`config.mk`:
```
export PLATFORM = sky130hd
export DESIGN_NAME = dmem_arbiter
export DESIGN_NICKNAME = d
export VERILOG_FILES = /design/src/rtl/dmem_arbiter.sv
export SDC_FILE = /design/constraint.sdc
export NUM_CORES = 1
export LEC_CHECK = 0
export ABC_AREA = 1
export CAP_MARGIN = 30
export CORE_AREA = 2 2 202 204
export CTS_CLUSTER_SIZE = 24
export DETAILED_ROUTE_END_ITERATION = 8
export DIE_AREA = 0 0 204 206
export GPL_TIMING_DRIVEN = 0
export PLACE_DENSITY = 0.57
export SYNTH_ARGS = -nofsm -noshare
export SYNTH_HDL_FRONTEND = slang
export SYNTH_SLANG_ARGS = --single-unit
```
`constraint.sdc`:
```
create_clock -name clk -period 1.5 [get_ports clk]
set_clock_uncertainty 0.15 [all_clocks]
set_input_delay 0.3 -clock clk [delete_from_list [all_inputs] [get_ports clk]]
set_output_delay 0.3 -clock clk [all_outputs]
set_load 0.01 [all_outputs]
```
`src/rtl/dmem_arbiter.sv`:
```
// dmem_arbiter: two-port arbiter/sequencer for the 64-bit data memory (optional MISALIGN_TRAP_EN)
module dmem_arbiter #(
  parameter int DATA_W = 64,
  parameter int DEPTH = 32,
  parameter bit FIXED_PRIO = 1'b0
) (
  input  logic              clk,
  input  logic              reset,
  input  logic              req0,
  input  logic              req1,
  input  logic              we0,
  input  logic              we1,
  input  logic [DATA_W-1:0] addr0,
  input  logic [DATA_W-1:0] addr1,
  input  logic [DATA_W-1:0] wdata0,
  input  logic [DATA_W-1:0] wdata1,
  output logic              gnt0,
  output logic              gnt1,
  output logic              rvalid0,
  output logic              rvalid1,
  output logic [DATA_W-1:0] rdata,
  output logic              err,
  output logic              busy,
  output logic [DATA_W-1:0] mem_addr,
  output logic [DATA_W-1:0] mem_wdata,
  output logic              mem_write,
  output logic              mem_read,
  input  logic [DATA_W-1:0] mem_rdata
);
  typedef enum logic [1:0] {IDLE, ACCESS, RESP} state_t;
  localparam logic [DATA_W-1:0] depth_w = DATA_W'(DEPTH);
  state_t state;
  logic last, id, we_l, fault_l;
  logic win1, sel_we, sel_fault, misalign;
  logic [DATA_W-1:0] sel_addr, sel_wdata;
`ifdef MISALIGN_TRAP_EN
  assign misalign = sel_addr[2:0] != 3'b000;
`else
  assign misalign = 1'b0;
`endif
  // pick the winner: a lone request wins, ties go to port 0 or to the port not served last
  always_comb begin
    win1 = req1 & (~req0 | ((FIXED_PRIO == 1'b0) & ~last));
    sel_we = win1 ? we1 : we0;
    sel_addr = win1 ? addr1 : addr0;
    sel_wdata = win1 ? wdata1 : wdata0;
    sel_fault = ((sel_addr >> 3) >= depth_w) | misalign;
  end
  // three-state sequencer with every output registered
  always_ff @(posedge clk) begin
    if (!reset) begin
      state <= IDLE;
      last <= 1'b1;
      id <= 1'b0;
      we_l <= 1'b0;
      fault_l <= 1'b0;
      gnt0 <= 1'b0;
      gnt1 <= 1'b0;
      rvalid0 <= 1'b0;
      rvalid1 <= 1'b0;
      err <= 1'b0;
      busy <= 1'b0;
      mem_write <= 1'b0;
      mem_read <= 1'b0;
      rdata <= '0;
      mem_addr <= '0;
      mem_wdata <= '0;
    end else begin
      gnt0 <= 1'b0;
      gnt1 <= 1'b0;
      rvalid0 <= 1'b0;
      rvalid1 <= 1'b0;
      err <= 1'b0;
      mem_write <= 1'b0;
      mem_read <= 1'b0;
      case (state)
        IDLE: if (req0 | req1) begin
          state <= ACCESS;
          busy <= 1'b1;
          id <= win1;
          last <= win1;
          we_l <= sel_we;
          fault_l <= sel_fault;
          mem_addr <= sel_addr;
          mem_wdata <= sel_wdata;
          gnt0 <= ~win1;
          gnt1 <= win1;
          mem_write <= sel_we & ~sel_fault;
          mem_read <= ~sel_we & ~sel_fault;
        end
        ACCESS: begin
          state <= RESP;
          rdata <= fault_l ? '0 : (we_l ? rdata : mem_rdata);
          rvalid0 <= ~id;
          rvalid1 <= id;
          err <= fault_l;
        end
        RESP: begin
          state <= IDLE;
          busy <= 1'b0;
        end
        default: state <= IDLE;
      endcase
    end
  end
endmodule

```
==> results of run 1 <==
==> power by group <==
group | total, W | switching (W) | internal, W | leakage (nW)
sequential | 0.00628 | 0.000285 | 0.00599 | 1.72
clock | 0.00577 | 0.00243 | 0.00334 | 0.365
combinational | 0.00460 | 0.00221 | 0.00239 | 6.01
total | 0.0166 | 0.00492 | 0.0117 | 8.10
==> Yosys cell counts <==
cell type / number / area [sq um]
nor2_1: 43 / 161
nand2_1: 419 / 1570
nand3_1: 175 / 876
o21ai_0: 16 / 80.1
nand2_4: 1 / 11.3
buf_2: 21 / 105
nand2_2: 1 / 6.26
a22o_1: 48 / 420
inv_1: 16 / 60.1
or2_2: 1 / 6.26
dfxtp_1: 206 / 4120
buf_1: 12 / 45.0
o21ai_1: 8 / 40.0
buf_4: 7 / 52.6
clkbuf_1: 38 / 143
nor2_2: 3 / 18.8
a31oi_1: 5 / 31.3
inv_2: 4 / 15.0
nor2_4: 1 / 11.3
a21oi_1: 65 / 325
o22ai_1: 2 / 12.5
==> kinds of logic after synthesis <==
family | after synthesis
and+or+nand+nor | 644
buffers and inverters | 98
DFF | 206
AOI/OAI and AO/OA | 144
==> stage by stage <==
stage / util (%) / hold WS (ns) / instances / setup TNS, ns
floorplan: - / 0.243 / 1092 / -0.826
global placement: 35.1 / 0.251 / 2148 / -208.33
detailed placement: 35.1 / 0.251 / 2148 / -211.80
CTS: 39.7 / 0.109 / 2247 / -22.43
global route: 42.6 / 0.157 / 2256 / -31.40
finish: 42.6 / 0.144 / 2257 / -20.69
==> worst register-to-register path, cell delays in order, from the launching register on <==
cell     delay (ns)
dfxtp_4        0.43
nand2_8        0.10
nand2_8        0.16
inv_6          0.06
buf_12         0.14
nand2_4        0.06
nand2_2        0.05
nor2_1         0.10
nand2_1        0.08
nor2_2         0.12
nand2_2        0.10
nor2_4         0.15
nand3_2        0.10
nor2_1         0.11
==> metal layers <==
metal	vias up	part of all wire, %	GRT usage (%)
met5	-	0.062	0
met4	4	3.1	5.31
li1	4844	-	-
met1	4767	39	22.7
met3	77	8.7	5.87
met2	425	49	34.4
==> area by class of cell <==
type | count | share of cell area (%)
flip-flops and latches | 206 | 24.7
repair buffers | 590 | 32.0
multi-input cells | 790 | 29.3
clock inverters | 6 | 0.337
well taps | 532 | 3.89
diodes | 2 | 0.0293
inverters | 20 | 0.549
clock buffers | 38 | 4.06
plain buffers | 73 | 5.11
==> state kept, by name, summed over array words and instances (netlist names) <==
register / count
last: 1
fault_l: 1
err: 1
busy: 1
mem_write: 1
rdata: 64
mem_read: 1
mem_addr: 64
gnt0: 1
gnt1: 1
id: 1
mem_wdata: 64
state: 2
rvalid1: 1
rvalid0: 1
we_l: 1
==> worst max path at each step <==
| stage | end | start | cells after the start | slack, ns |
|---|---|---|---|---|
| after floorplan | fault_l$_SDFFE_PN0P_ | last$_SDFFE_PN1P_ | 14 | -0.07 |
| after global placement | mem_write$_SDFF_PN0_ | req0 | 11 | -1.56 |
| after detailed placement | mem_write$_SDFF_PN0_ | req0 | 11 | -1.54 |
| after CTS | mem_write$_SDFF_PN0_ | last$_SDFFE_PN1P_ | 11 | -0.47 |
| after global routing | mem_write$_SDFF_PN0_ | last$_SDFFE_PN1P_ | 11 | -0.59 |
| final | mem_write$_SDFF_PN0_ | last$_SDFFE_PN1P_ | 13 | -0.49 |
==> timing repair <==
action                                 in CTS  in global routing
cloned                                     13                  8
resized for setup                        1239                329
setup endpoints to repair                 402                262
endpoints found under the hold margin       0                  0
pin swaps                                  67                 70
buffers inserted                           43                 12
==> summary.md, run 1 <==
| Metric | Value |
|---|---|
| Vias in the first global route | `10008` |
| FF/Latch Area | `4220 sq um` |
| Setup crit end kind | `flip-flop` |
| Max stage delay on crit path | `0.43 ns` |
| Post-synthesis mux area share | `0%` |
| Final Max Tran Viols | `0` |
| Synth Cell Area | `8120 sq um` |
| Power per cell area | `973 nW/um^2` |
| Main combinational cell family by area after synthesis | `simple AND/OR/NAND/NOR gates` |
| WP buf/inv | `2` |
| Dpl ws | `-1.54 ns` |
| Layout cell share with drive strength beyond 1 | `41.1%` |
| H-tree levels | `1` |
| CTS sink cnt | `206` |
| Peak VDD IR | `628 uV` |
| Post-route minimum period | `1.99 ns` |
| CTS root buffer | `clkbuf_16` |
| CTS Buffer Depth | `3` |
| CTS hold repair buffers | `0` |
| Design area | `17100 sq um` |
| Total power | `0.0166 W` |
| Synth cell types | `21` |
| WS Path Type | `flip-flop to flip-flop` |
| Reg clk slew, reported paths | `0.06 ns` |
| Pre-Repair DR Iteration Count | `6` |
| Vias post-DR | `10117` |
| Via density | `4.48` |
| # IOs | `526` |
| R2R Path End | `mem_write$_SDFF_PN0_` |
| Die Height | `206 um` |
| Clk Latency, worst-skew pair | `0.52 ns` |
| Run status | `complete, but fails checks` |
| Most frequent cells in the layout | `clkdlybuf4s50_1, nand2_1, buf_2, dfxtp_1, nand3_1` |
| FF-to-FF Start | `last$_SDFFE_PN1P_` |
| Nets | `2032` |
| CP required | `1.81 ns` |
| Die footprint | `42000 sq um` |
| Die Wd | `204 um` |
| Adder-Cell Fraction of Synth Area | `0%` |
| # DRC | `0` |
| Synth Register Bits | `206` |
| Synth Area in Compound Gates | `11.2%` |
| Multi-input logic area | `5010 sq um` |
| Synth Area in Simple Gates | `32.8%` |
| DRT iter0 DRCs | `508` |
| CP delay by family, top | `simple AND/OR/NAND/NOR gates` |
| Synthesis Warnings | `0` |
| Drt total wl | `43800 um` |
| DR WL/cell | `19.4 um` |
| Total CTS buffers | `25` |
| Final setup vio count | `135` |
| Max Cap Violations | `0` |
| Layout area overhead | `111%` |
| Final Hold Fails | `0` |
| Synth Instances | `1092` |
| RSZ-0062 raised after global routing | `true` |
| Fillers | `3996` |
| Max Clock Freq | `0.504 GHz` |
| CTS tree | `yes` |
| Critical Path AT | `2.30 ns` |
| Core area | `40200 sq um` |
| Detail Placement HPWL | `31700 um` |
| Initial antenna violation count | `5` |
| Rel. slew slack | `63.3%` |
| Static leakage | `8.10 nW` |
| Worst Hold End | `mem_addr[55]$_SDFFE_PN0P_` |
| Worst-margin pin slew | `0.551 ns` |
| Routed Antenna Nets | `0` |
| Most common cell after layout, fill and taps aside | `clkdlybuf4s50_1` |
| R2R setup slack | `-0.49 ns` |
| Failing checks | `negative setup slack` |
| Synthesized area per cell | `7.43 sq um` |
| Placed Area | `14100 sq um` |
| CP max FO | `5` |
| GPL Wtd Cong | `0.910` |
| Hold path start | `req1` |
| Largest net degree at the start of global routing | `12` |
| Post-Syn Nets | `1418` |
| Initial Util | `20.2%` |
| Sequential share of the synthesized area | `50.8%` |
| GRT overflow | `0` |
| Worst r2r path cells | `13` |
| Tightest Hold Check Type | `input port to flip-flop` |
| CP max-delay cell | `dfxtp_4` |
| Total track usage | `19.4%` |
| Final Worst Setup Slack | `-0.485 ns` |
| Port Buffers | `524` |
| Row count | `74` |
| Crit share post-route | `132%` |
| Hold Path Cell Cnt | `4` |
| CP Launch Type | `flip-flop` |
| Post-Synth XOR/XNOR Area | `0%` |
| First-pass GRT wire length | `61700 um` |
| Worst-path cell chain | `nand2_8 > nand2_8 > inv_6 > buf_12 > nand2_4 > nand2_2 > nor2_1 > nand2_1 > nor2_2 > nand2_2 > nor2_4 > nand3_2 > nor2_1` |
(Power assumes the default switching activity.)
==> inputs of run 2 (changes only) <==
--- a/config.mk
+++ b/config.mk
@@ -12,7 +12,6 @@
 export DETAILED_ROUTE_END_ITERATION = 8
 export DIE_AREA = 0 0 204 206
 export GPL_TIMING_DRIVEN = 0
-export PLACE_DENSITY = 0.57
 export SYNTH_ARGS = -nofsm -noshare
 export SYNTH_HDL_FRONTEND = slang
 export SYNTH_SLANG_ARGS = --single-unit
==> summary.md, run 2 (synthesis results as in run 1) <==
| Metric | Value |
|---|---|
| Run status | `complete, but fails checks` |
| Failing checks | `negative setup slack` |
| Final setup vio count | `125 (-7.4%)` |
| Largest net degree at the start of global routing | `15 (+3)` |
| Total track usage | `19.3% (-0.11 points)` |
| Critical Path AT | `2.33 ns (+0.03 ns)` |
| CP delay by family, top | `simple AND/OR/NAND/NOR gates` |
| Max Cap Violations | `0 (unchanged)` |
| CTS tree | `yes` |
| Peak VDD IR | `723 uV (+15%)` |
| Power per cell area | `1060 nW/um^2 (+9.2%)` |
| Post-route minimum period | `2.00 ns (+0.0185 ns)` |
| Top Registers | `mem_addr: 64 flops, mem_wdata: 64 flops, rdata: 64 flops` |
| Max Clock Freq | `0.499 GHz (-0.93%)` |
| CP required | `1.82 ns (about the same)` |
| CP max-delay cell | `dfxtp_4` |
| CP Depth | `13 (unchanged)` |
| Vias in the first global route | `9907 (-1.0%)` |
| Worst r2r path cells | `13 (unchanged)` |
| Initial antenna violation count | `7 (+2)` |
| Die footprint | `42000 sq um (unchanged)` |
| DRT iter0 DRCs | `633 (+25%)` |
| Final Hold Fails | `0 (unchanged)` |
| CTS Buffer Depth | `3 (unchanged)` |
| Clk Latency, worst-skew pair | `0.54 ns (+0.02 ns)` |
| Worst-path cell chain | `nand2_8 > nand2_8 > inv_8 > buf_12 > nand2_4 > nand2_4 > nor2_2 > nand2_1 > nor2_2 > nand2_2 > nor2_4 > nand3_4 > nor2_4` |
| Total CTS buffers | `26 (+4.0%)` |
| Most common cell after layout, fill and taps aside | `nand2_1` |
| Total power | `0.0171 W (+2.9%)` |
| Nets | `2031 (-0.049%)` |
| Max stage delay on crit path | `0.41 ns (-0.02 ns)` |
| Initial Util | `20.2% (unchanged)` |
| H-tree levels | `1 (unchanged)` |
| Worst-margin pin slew | `0.693 ns (+0.142 ns)` |
| Rel. slew slack | `53.8% (-9.5 points)` |
| Core area | `40200 sq um (unchanged)` |
| Layout cell share with drive strength beyond 1 | `33.2% (-7.9 points)` |
| Row count | `74 (unchanged)` |
| GPL Wtd Cong | `0.931 (+2.3%)` |
| Final Max Tran Viols | `0 (unchanged)` |
| Pre-Repair DR Iteration Count | `5 (-1)` |
| Fin cells | `2257 (unchanged)` |
| # DRC | `0 (unchanged)` |
| Final Worst Setup Slack | `-0.504 ns (-0.0185 ns)` |
| Detail Placement HPWL | `33200 um (+4.6%)` |
| First-pass GRT wire length | `61300 um (-0.68%)` |
| RSZ-0062 raised after global routing | `true` |
| Cells after DPL | `2148 (unchanged)` |
| Routed Antenna Nets | `0 (unchanged)` |
| Port Buffers | `524 (unchanged)` |
| CP Launch Type | `flip-flop` |
| Multi-input logic area | `4090 sq um (-18%)` |
| WS Path Type | `flip-flop to flip-flop` |
| CP max FO | `6 (+1)` |
| Reg clk slew, reported paths | `0.06 ns (about the same)` |
| Hold Path Cell Cnt | `4 (unchanged)` |
| # IOs | `526 (unchanged)` |
| Crit share post-route | `134% (+1.2 points)` |
| CTS hold repair buffers | `0 (unchanged)` |
| Setup crit end kind | `flip-flop` |
| GRT overflow | `0 (unchanged)` |
| CTS sink cnt | `206 (unchanged)` |
| Die Wd | `204 um (unchanged)` |
| Most frequent cells in the layout | `nand2_1, clkdlybuf4s50_1, nand3_1, buf_2, dfxtp_1` |
| Static leakage | `7.19 nW (-11%)` |
| FF/Latch Area | `4240 sq um (+0.30%)` |
| Vias post-DR | `10058 (-0.58%)` |
| Layout area overhead | `98.7%` |
| Die Height | `206 um (unchanged)` |
| Via density | `4.46 (-0.58%)` |
| CTS root buffer | `clkbuf_16` |
| Fillers | `4132 (+3.4%)` |
| WP buf/inv | `2 (unchanged)` |
| Tightest Hold Check Type | `input port to flip-flop` |
| Drt total wl | `43900 um (+0.29%)` |
| DR WL/cell | `19.5 um (+0.29%)` |
==> run 2: what timing repair did <==
action / 4_1_cts / 5_1_grt
setup buffers: 40 / 27
setup endpoints to repair: 402 / 284
pin swaps: 18 / 48
cloned: 5 / 10
resized for setup: 1090 / 211
==> run 2: layout make-up <==
class	count	area share (%)
multi-input combinational	790	25.4
buffer	73	5.09
timing repair inverter	1	0.0698
sequential	206	26.3
antenna	4	0.0621
inverter	20	0.613
clock buffer	32	4.49
clock inverter	12	1.05
timing repair buffer	587	32.9
tap	532	4.13
==> run 2: worst paths after layout <==
| path | start | endpoint | slack, ns |
|---|---|---|---|
| max | last$_SDFFE_PN1P_ | mem_write$_SDFF_PN0_ | -0.50 |
| min reg2reg | id$_SDFFE_PN0P_ | rvalid0$_SDFF_PN0_ | 0.26 |
| min | req1 | mem_addr[55]$_SDFFE_PN0P_ | 0.15 |
| max reg2reg | last$_SDFFE_PN1P_ | mem_write$_SDFF_PN0_ | -0.50 |
==> run 2: worst min-delay path: cells and delay by family <==
family                 cells  cell delay [ns]
AOI/OAI and AO/OA          1             0.13
buffers and inverters      1             0.18
and+or+nand+nor            2             0.19
==> run 2: power breakdown <==
part           internal (W)  switching, W
combinational       0.00224       0.00199
clock               0.00409       0.00254
sequential          0.00599      0.000288
==> run 2: per-stage QoR <==
step	TNS (ns)	hold WS, ns	utilization [%]	area, sq um	worst slack [ns]
after global placement	-200.37	0.254	35.1	14100	-1.45
after global routing	-32.05	0.148	40.1	16100	-0.605
after floorplan	-0.826	0.243	-	8210	-0.0735
final	-22.81	0.150	40.1	16100	-0.504
after detailed placement	-201.85	0.255	35.1	14100	-1.45
after CTS	-18.53	0.131	37.9	15200	-0.544
==> run 2: routing by layer <==
layer / global-route usage (%) / share of wire [%]
met2: 33.7 / 49
met3: 5.33 / 8.2
met5: 0 / 0.030
met4: 7.17 / 3.8
met1: 22.5 / 39
